<file path="config.mk">
export PLATFORM = sky130hd
export DESIGN_NAME = qcw_pulse_sequencer
export DESIGN_NICKNAME = d
export VERILOG_FILES = /design/src/rtl/qcw_pkg.sv /design/src/rtl/qcw_ramp_gen.sv /design/src/rtl/qcw_pulse_sequencer.sv
export SDC_FILE = /design/constraint.sdc
export NUM_CORES = 1
export LEC_CHECK = 0
export ABC_AREA = 0
export BUFFER_PORTS_ARGS = -buffer_cell sky130_fd_sc_hd__buf_2
export CAP_MARGIN = 15
export CORE_UTILIZATION = 50
export CTS_CLUSTER_SIZE = 24
export DETAILED_ROUTE_END_ITERATION = 8
export PLACE_DENSITY_LB_ADDON = 0.1
export SLEW_MARGIN = 30
export SYNTH_ARGS = -nofsm -noshare
export SYNTH_HDL_FRONTEND = slang
export SYNTH_HIERARCHICAL = 1
export SYNTH_SLANG_ARGS = --single-unit
</file>
<file path="constraint.sdc">
create_clock -name system_clk -period 2.76 [get_ports system_clk]
set_input_delay 0.414 -clock system_clk [delete_from_list [all_inputs] [get_ports system_clk]]
set_output_delay 0.414 -clock system_clk [all_outputs]
set_load 0.02 [all_outputs]
</file>
<file path="src/rtl/qcw_pkg.sv">
// Shared definitions for the QCW pulse sequencer: FSM state encoding,
// fault-counter sizing and the saturating fault increment.
package qcw_pkg;

   localparam int FAULT_W = 4;

   typedef logic [FAULT_W-1:0] fault_cnt_t;

   localparam logic [2:0] ST_IDLE     = 3'd0;
   localparam logic [2:0] ST_RUN      = 3'd1;
   localparam logic [2:0] ST_DONE     = 3'd2;
   localparam logic [2:0] ST_COOLDOWN = 3'd3;
   localparam logic [2:0] ST_LOCKOUT  = 3'd4;

   localparam fault_cnt_t FAULT_SAT = '1;

   // The fault count pins at its maximum rather than wrapping back to zero.
   function automatic fault_cnt_t faultInc(input fault_cnt_t count);
      fault_cnt_t result;
      if (count == FAULT_SAT) begin
         result = count;
      end else begin
         result = count + fault_cnt_t'(1);
      end
      return result;
   endfunction

endpackage

</file>
<file path="src/rtl/qcw_ramp_gen.sv">
// Saturating drive-level accumulator: load sets the level and latches the step,
// step adds the latched increment (clamped to all-ones), clear zeroes the level.
module qcw_ramp_gen #(
   parameter int RAMP_W = 10
) (
   input  logic              system_clk,
   input  logic              reset,
   input  logic              i_load,
   input  logic [RAMP_W-1:0] i_loadLevel,
   input  logic [RAMP_W-1:0] i_loadStep,
   input  logic              i_step,
   input  logic              i_clear,
   output logic [RAMP_W-1:0] o_level
);

   logic [RAMP_W-1:0] r_level;
   logic [RAMP_W-1:0] r_step;
   logic [RAMP_W:0]   w_sum;

   // One extra bit catches the carry so an overflowing step clamps instead of wrapping.
   assign w_sum = {1'b0, r_level} + {1'b0, r_step};

   always_ff @(posedge system_clk) begin
      if (reset) begin
         r_level <= '0;
         r_step  <= '0;
      end else if (i_clear) begin
         r_level <= '0;
      end else if (i_load) begin
         r_level <= i_loadLevel;
         r_step  <= i_loadStep;
      end else if (i_step) begin
         r_level <= w_sum[RAMP_W] ? '1 : w_sum[RAMP_W-1:0];
      end
   end

   assign o_level = r_level;

endmodule

</file>
<file path="src/rtl/qcw_pulse_sequencer.sv">
// QCW burst sequencer: accept, ramped drive, done framing, cooldown and fault lockout.
// Define QCW_ABORT_EN to add the abort_req input that ends a burst early without a fault.
module qcw_pulse_sequencer
   import qcw_pkg::*;
#(
   parameter int PULSE_W         = 16,
   parameter int RAMP_W          = 10,
   parameter int COOLDOWN_CYCLES = 100000,
   parameter int MAX_FAULTS      = 3
) (
   input  logic               system_clk,
   input  logic               reset,
   input  logic               fire_req,
   input  logic [PULSE_W-1:0] pulse_len,
   input  logic [RAMP_W-1:0]  ramp_start,
   input  logic [RAMP_W-1:0]  ramp_step,
   input  logic               qcw_halt,
   input  logic               fault_clear,
`ifdef QCW_ABORT_EN
   input  logic               abort_req,
`endif
   output logic               fire_ack,
   output logic               qcw_start,
   output logic               qcw_done,
   output logic               drive_en,
   output logic [RAMP_W-1:0]  drive_level,
   output logic               busy,
   output logic               locked_out,
   output logic [FAULT_W-1:0] fault_count
);

   localparam int COOL_W = (COOLDOWN_CYCLES > 1) ? $clog2(COOLDOWN_CYCLES) : 1;

   logic [2:0]         r_state;
   logic [PULSE_W-1:0] r_remain;
   logic [COOL_W-1:0]  r_cool;
   logic               r_lockPending;
   logic               r_fireAck;
   logic               r_start;
   logic               r_done;
   logic               r_driveEn;
   logic               r_busy;
   logic               r_locked;
   fault_cnt_t         r_faults;

   logic [2:0]         w_nextState;
   logic               w_accept;
   logic               w_rampLoad;
   logic               w_rampStep;
   logic               w_rampClear;
   logic               w_abortReq;
   logic               w_lastCycle;
   logic               w_haltEnd;
   logic               w_normalEnd;
   logic               w_burstEnd;
   fault_cnt_t         w_faultInc;
   logic               w_lockNow;

`ifdef QCW_ABORT_EN
   assign w_abortReq = abort_req;
`else
   assign w_abortReq = 1'b0;
`endif

   // A halt wins over a normal or aborted end on the same cycle, so it is always counted.
   assign w_lastCycle = (r_remain == PULSE_W'(1));
   assign w_haltEnd   = (r_state == ST_RUN) && qcw_halt;
   assign w_normalEnd = (r_state == ST_RUN) && !qcw_halt && w_lastCycle;
   assign w_burstEnd  = (r_state == ST_RUN) && (qcw_halt || w_abortReq || w_lastCycle);
   assign w_faultInc  = faultInc(r_faults);
   assign w_lockNow   = (w_faultInc >= FAULT_W'(MAX_FAULTS));

   always_comb begin
      w_nextState = r_state;
      w_accept    = 1'b0;
      w_rampLoad  = 1'b0;
      w_rampStep  = 1'b0;
      w_rampClear = 1'b0;
      case (r_state)
         ST_IDLE: begin
            if (fire_req && (pulse_len != '0)) begin
               w_accept    = 1'b1;
               w_rampLoad  = 1'b1;
               w_nextState = ST_RUN;
            end
         end
         ST_RUN: begin
            if (w_burstEnd) begin
               w_rampClear = 1'b1;
               w_nextState = ST_DONE;
            end else begin
               w_rampStep = 1'b1;
            end
         end
         ST_DONE: begin
            w_nextState = r_lockPending ? ST_LOCKOUT : ST_COOLDOWN;
         end
         ST_COOLDOWN: begin
            if (r_cool == '0) begin
               w_nextState = ST_IDLE;
            end
         end
         ST_LOCKOUT: begin
            if (fault_clear) begin
               w_nextState = ST_IDLE;
            end
         end
         default: begin
            w_nextState = ST_IDLE;
         end
      endcase
   end

   // Every status output is registered straight from the next-state decision.
   always_ff @(posedge system_clk) begin
      if (reset) begin
         r_state       <= ST_IDLE;
         r_remain      <= '0;
         r_cool        <= '0;
         r_lockPending <= 1'b0;
         r_fireAck     <= 1'b0;
         r_start       <= 1'b0;
         r_done        <= 1'b0;
         r_driveEn     <= 1'b0;
         r_busy        <= 1'b0;
         r_locked      <= 1'b0;
         r_faults      <= '0;
      end else begin
         r_state   <= w_nextState;
         r_fireAck <= w_accept;
         r_start   <= w_accept;
         r_done    <= w_burstEnd;
         r_driveEn <= (w_nextState == ST_RUN);
         r_busy    <= (w_nextState != ST_IDLE);
         r_locked  <= (w_nextState == ST_LOCKOUT);

         if (w_accept) begin
            r_remain <= pulse_len;
         end else if (r_state == ST_RUN) begin
            r_remain <= r_remain - PULSE_W'(1);
         end

         if (r_state == ST_DONE) begin
            r_cool <= COOL_W'(COOLDOWN_CYCLES - 1);
         end else if ((r_state == ST_COOLDOWN) && (r_cool != '0)) begin
            r_cool <= r_cool - COOL_W'(1);
         end

         // An aborted burst leaves the fault history untouched.
         if (w_haltEnd) begin
            r_faults      <= w_faultInc;
            r_lockPending <= w_lockNow;
         end else if (w_normalEnd) begin
            r_faults      <= '0;
            r_lockPending <= 1'b0;
         end else if (w_burstEnd) begin
            r_lockPending <= 1'b0;
         end else if (fault_clear) begin
            r_faults <= '0;
         end
      end
   end

   qcw_ramp_gen #(
      .RAMP_W (RAMP_W)
   ) u_rampGen (
      .system_clk  (system_clk),
      .reset       (reset),
      .i_load      (w_rampLoad),
      .i_loadLevel (ramp_start),
      .i_loadStep  (ramp_step),
      .i_step      (w_rampStep),
      .i_clear     (w_rampClear),
      .o_level     (drive_level)
   );

   assign fire_ack    = r_fireAck;
   assign qcw_start   = r_start;
   assign qcw_done    = r_done;
   assign drive_en    = r_driveEn;
   assign busy        = r_busy;
   assign locked_out  = r_locked;
   assign fault_count = r_faults;

endmodule
</file>
==> impl_metrics.env <==
export IMPL_cts_num_sinks=66
export IMPL_comb_power_share_pct=27.2
export IMPL_yosysWarningCount=6
export IMPL_initial_core_util_pct=53.2
export IMPL_first_iter_violations=151
export IMPL_cap_violations=0
export IMPL_core_um2=6940
export IMPL_p_switching_mw=1.00
export IMPL_startpoint_type="flop"
export IMPL_seqPwrFrac_pct=37.1
export IMPL_postCtsHoldBufs=0
export IMPL_synth_largest_area_cell="dfxtp_1"
export IMPL_cts_buffers=9
export IMPL_overflow=0
export IMPL_clockBufferDepth=2
export IMPL_num_rows=30
export IMPL_clk_latency_ps=350
export IMPL_path_class="reg -> reg"
export IMPL_drc=0
export IMPL_vias_per_cell=5.71
export IMPL_dpl_cell_count=590
export IMPL_synth_top_family_by_area="simple AND/OR/NAND/NOR gates"
export IMPL_post_cts_buffers=0
export IMPL_first_pass_iters=5
export IMPL_synth_seq_area_share_pct=35.8
export IMPL_syn_nets=505
export IMPL_n_antenna_cell=0
export IMPL_htree_num_levels=3
export IMPL_ys_ff_latch=66
export IMPL_netlist_area_um2=3690
export IMPL_preCtsSetupSlack_ps=153
export IMPL_finalWorstSetupSlack_ps=198
export IMPL_arrival_ps=2820
export IMPL_yosysMostFrequentCell="dfxtp_1"
export IMPL_wl_um=8960
export IMPL_stdcell_count=606
export IMPL_grt_pass1_vias=3184
export IMPL_ys_async_sr_fraction_pct=0
export IMPL_slew_headroom_pct=43.3
export IMPL_pwr_share_clk_pct=35.7
export IMPL_required_ps=3010
export IMPL_synth_area_top_cells="dfxtp_1, a21oi_1, ha_1, nand2_1, xor2_1"
export IMPL_period_minus_slack_ps=2560
export IMPL_leakage_nw=1.75
export IMPL_hp_class="in -> reg"
export IMPL_synth_edf_count=0
export IMPL_synth_cells=448
export IMPL_synthXorXnorAreaFrac_pct=5.93
export IMPL_fin_nets=562
export IMPL_wl_per_cell_um=14.8
export IMPL_io_pins=61
export IMPL_finalClockSkew_ps=9.39
export IMPL_switching_share_pct=32.2
export IMPL_port_buffers=60
export IMPL_worstMarginPinSlew_ps=842
export IMPL_hold_viol_final=0
export IMPL_die_area_um2=7730
export IMPL_hold_ws_ps=297
export IMPL_clockRootBuffer="clkbuf_8"
export IMPL_hpwlAfterDp_um=6410
export IMPL_drive_above_1_share_pct=20.8
export IMPL_slew_viol_final=0
export IMPL_tns_ps=0
export IMPL_synthDistinctLibCells=60
export IMPL_cts_tree="done"
export IMPL_synth_avg_cell_area_um2=8.24
export IMPL_ant_nets=0
export IMPL_p_per_area_nw_per_um2=714
export IMPL_finalCritPeriodShare_pct=92.8
export IMPL_fill_cells=624
export IMPL_synth_compound_area_share_pct=21.8
export IMPL_place_congestion=0.867
export IMPL_internal_power_mw=2.11
export IMPL_setup_viol=0
export IMPL_die_y_um=87.9
export IMPL_syn2layout_area_growth_pct=18.3
export IMPL_rsz0062_at_grt="false"
export IMPL_track_usage_pct=24.1
export IMPL_synth_mux_area_share_pct=0.305
export IMPL_clk_pin_slew_ps=80
export IMPL_vias=3461
export IMPL_grt_first_pass_wirelength_um=14500
export IMPL_die_w_um=87.9
export IMPL_synth_common_cells="dfxtp_1, a21oi_1, nand2_1"
export IMPL_cts_resized=0
export IMPL_end_kind="flop"
export IMPL_peakVddDrop_uv=379
export IMPL_ys_flop_type="dfxtp_1"
export IMPL_crit_fanout=10
export IMPL_fmax_ghz=0.390
export IMPL_synthSimpleGateAreaFrac_pct=26.4
export IMPL_grt_max_degree=36
export IMPL_synth_adder_area_share_pct=5.63
export IMPL_grt_antenna_before_repair=0
export IMPL_status="complete, no violations"
export IMPL_yosys_area_top_type_share_pct=35.8
## per-stage QoR
| step | cell area, um^2 | utilization, % | total power, mW |
|---|---|---|---|
| after floorplan | 3690 | - | 1.81 |
| after global placement | 4080 | 58.7 | 1.99 |
| after detailed placement | 4080 | 58.7 | 2.00 |
| after CTS | 4350 | 62.7 | 3.13 |
| after global routing | 4370 | 62.9 | 3.28 |
| final | 4370 | 62.9 | 3.12 |
## cells in the final DEF, fill, tap and decap left out, types with 9 or more instances in the layout
| cell | count |
|---|---|
| nor4_1 | 9 |
| o21ai_0 | 22 |
| nand3_1 | 20 |
| nor3_1 | 24 |
| ha_1 | 15 |
| nor2_1 | 27 |
| a211oi_1 | 10 |
| xor2_1 | 16 |
| clkbuf_8 | 10 |
| buf_4 | 11 |
| xnor2_1 | 9 |
| dfxtp_1 | 66 |
| inv_1 | 10 |
| nand2_1 | 43 |
| a21oi_1 | 45 |
| buf_2 | 60 |
## cell families after synthesis
kind of cell / Yosys count
simple gates: 183
buf+inv: 35
mux: 1
compound gates: 122
flops: 66
fa+ha+maj: 16
xor+xnor: 25
## critical path, cell delays in order, from the launching register on
cell	delay (ps)
dfxtp_1	410
ha_1	180
or4b_2	600
nor4_2	160
buf_4	170
or3_1	130
inv_1	160
nor2b_1	240
nor2b_1	200
a211oi_1	220
## metal layers
metal	wire length (um)	track usage [%]	vias to the layer above
met5	0	0	-
met4	100	7.60	0
met3	505	5.47	9
met2	4100	39.7	101
met1	4250	31.4	1586
li1	-	-	1765
## power by group through the flow
stage	Clock (mW)	Sequential, mW	Combinational, mW
after floorplan	0	1.18	0.626
after global placement	0	1.17	0.818
after detailed placement	0	1.18	0.829
after CTS	1.14	1.16	0.837
after global routing	1.18	1.17	0.936
final	1.11	1.16	0.848
## state kept, by name, indices dropped and copies added (netlist names), 3 cells and up
register and count:
fault_count 4, u_rampGen/o_level 10, u_rampGen/r_step 10, r_remain 16
r_state 3, r_cool 17
## final timing paths
path / from / endpoint / slack [ps] / cells after the start
hold reg to reg: u_rampGen/r_step[5] / u_rampGen/r_step[5] / 460 / 2
hold / removal: ramp_step[5] / u_rampGen/r_step[5] / 300 / 3
setup reg to reg: r_remain[0] / u_rampGen/o_level[8] / 200 / 9
setup / recovery: r_remain[0] / u_rampGen/o_level[8] / 200 / 9
## cell type report
cell class,count,area (um^2),share of cell area [%]
multi-input combinational,347,2230,51.1
sequential,66,1320,30.3
timing repair buffer,71,383,8.77
clock buffer,10,138,3.15
clock inverter,6,136,3.12
tap,96,120,2.75
inverter,10,37.5,0.860
No activity file was read; power rests on OpenSTA's default activity.
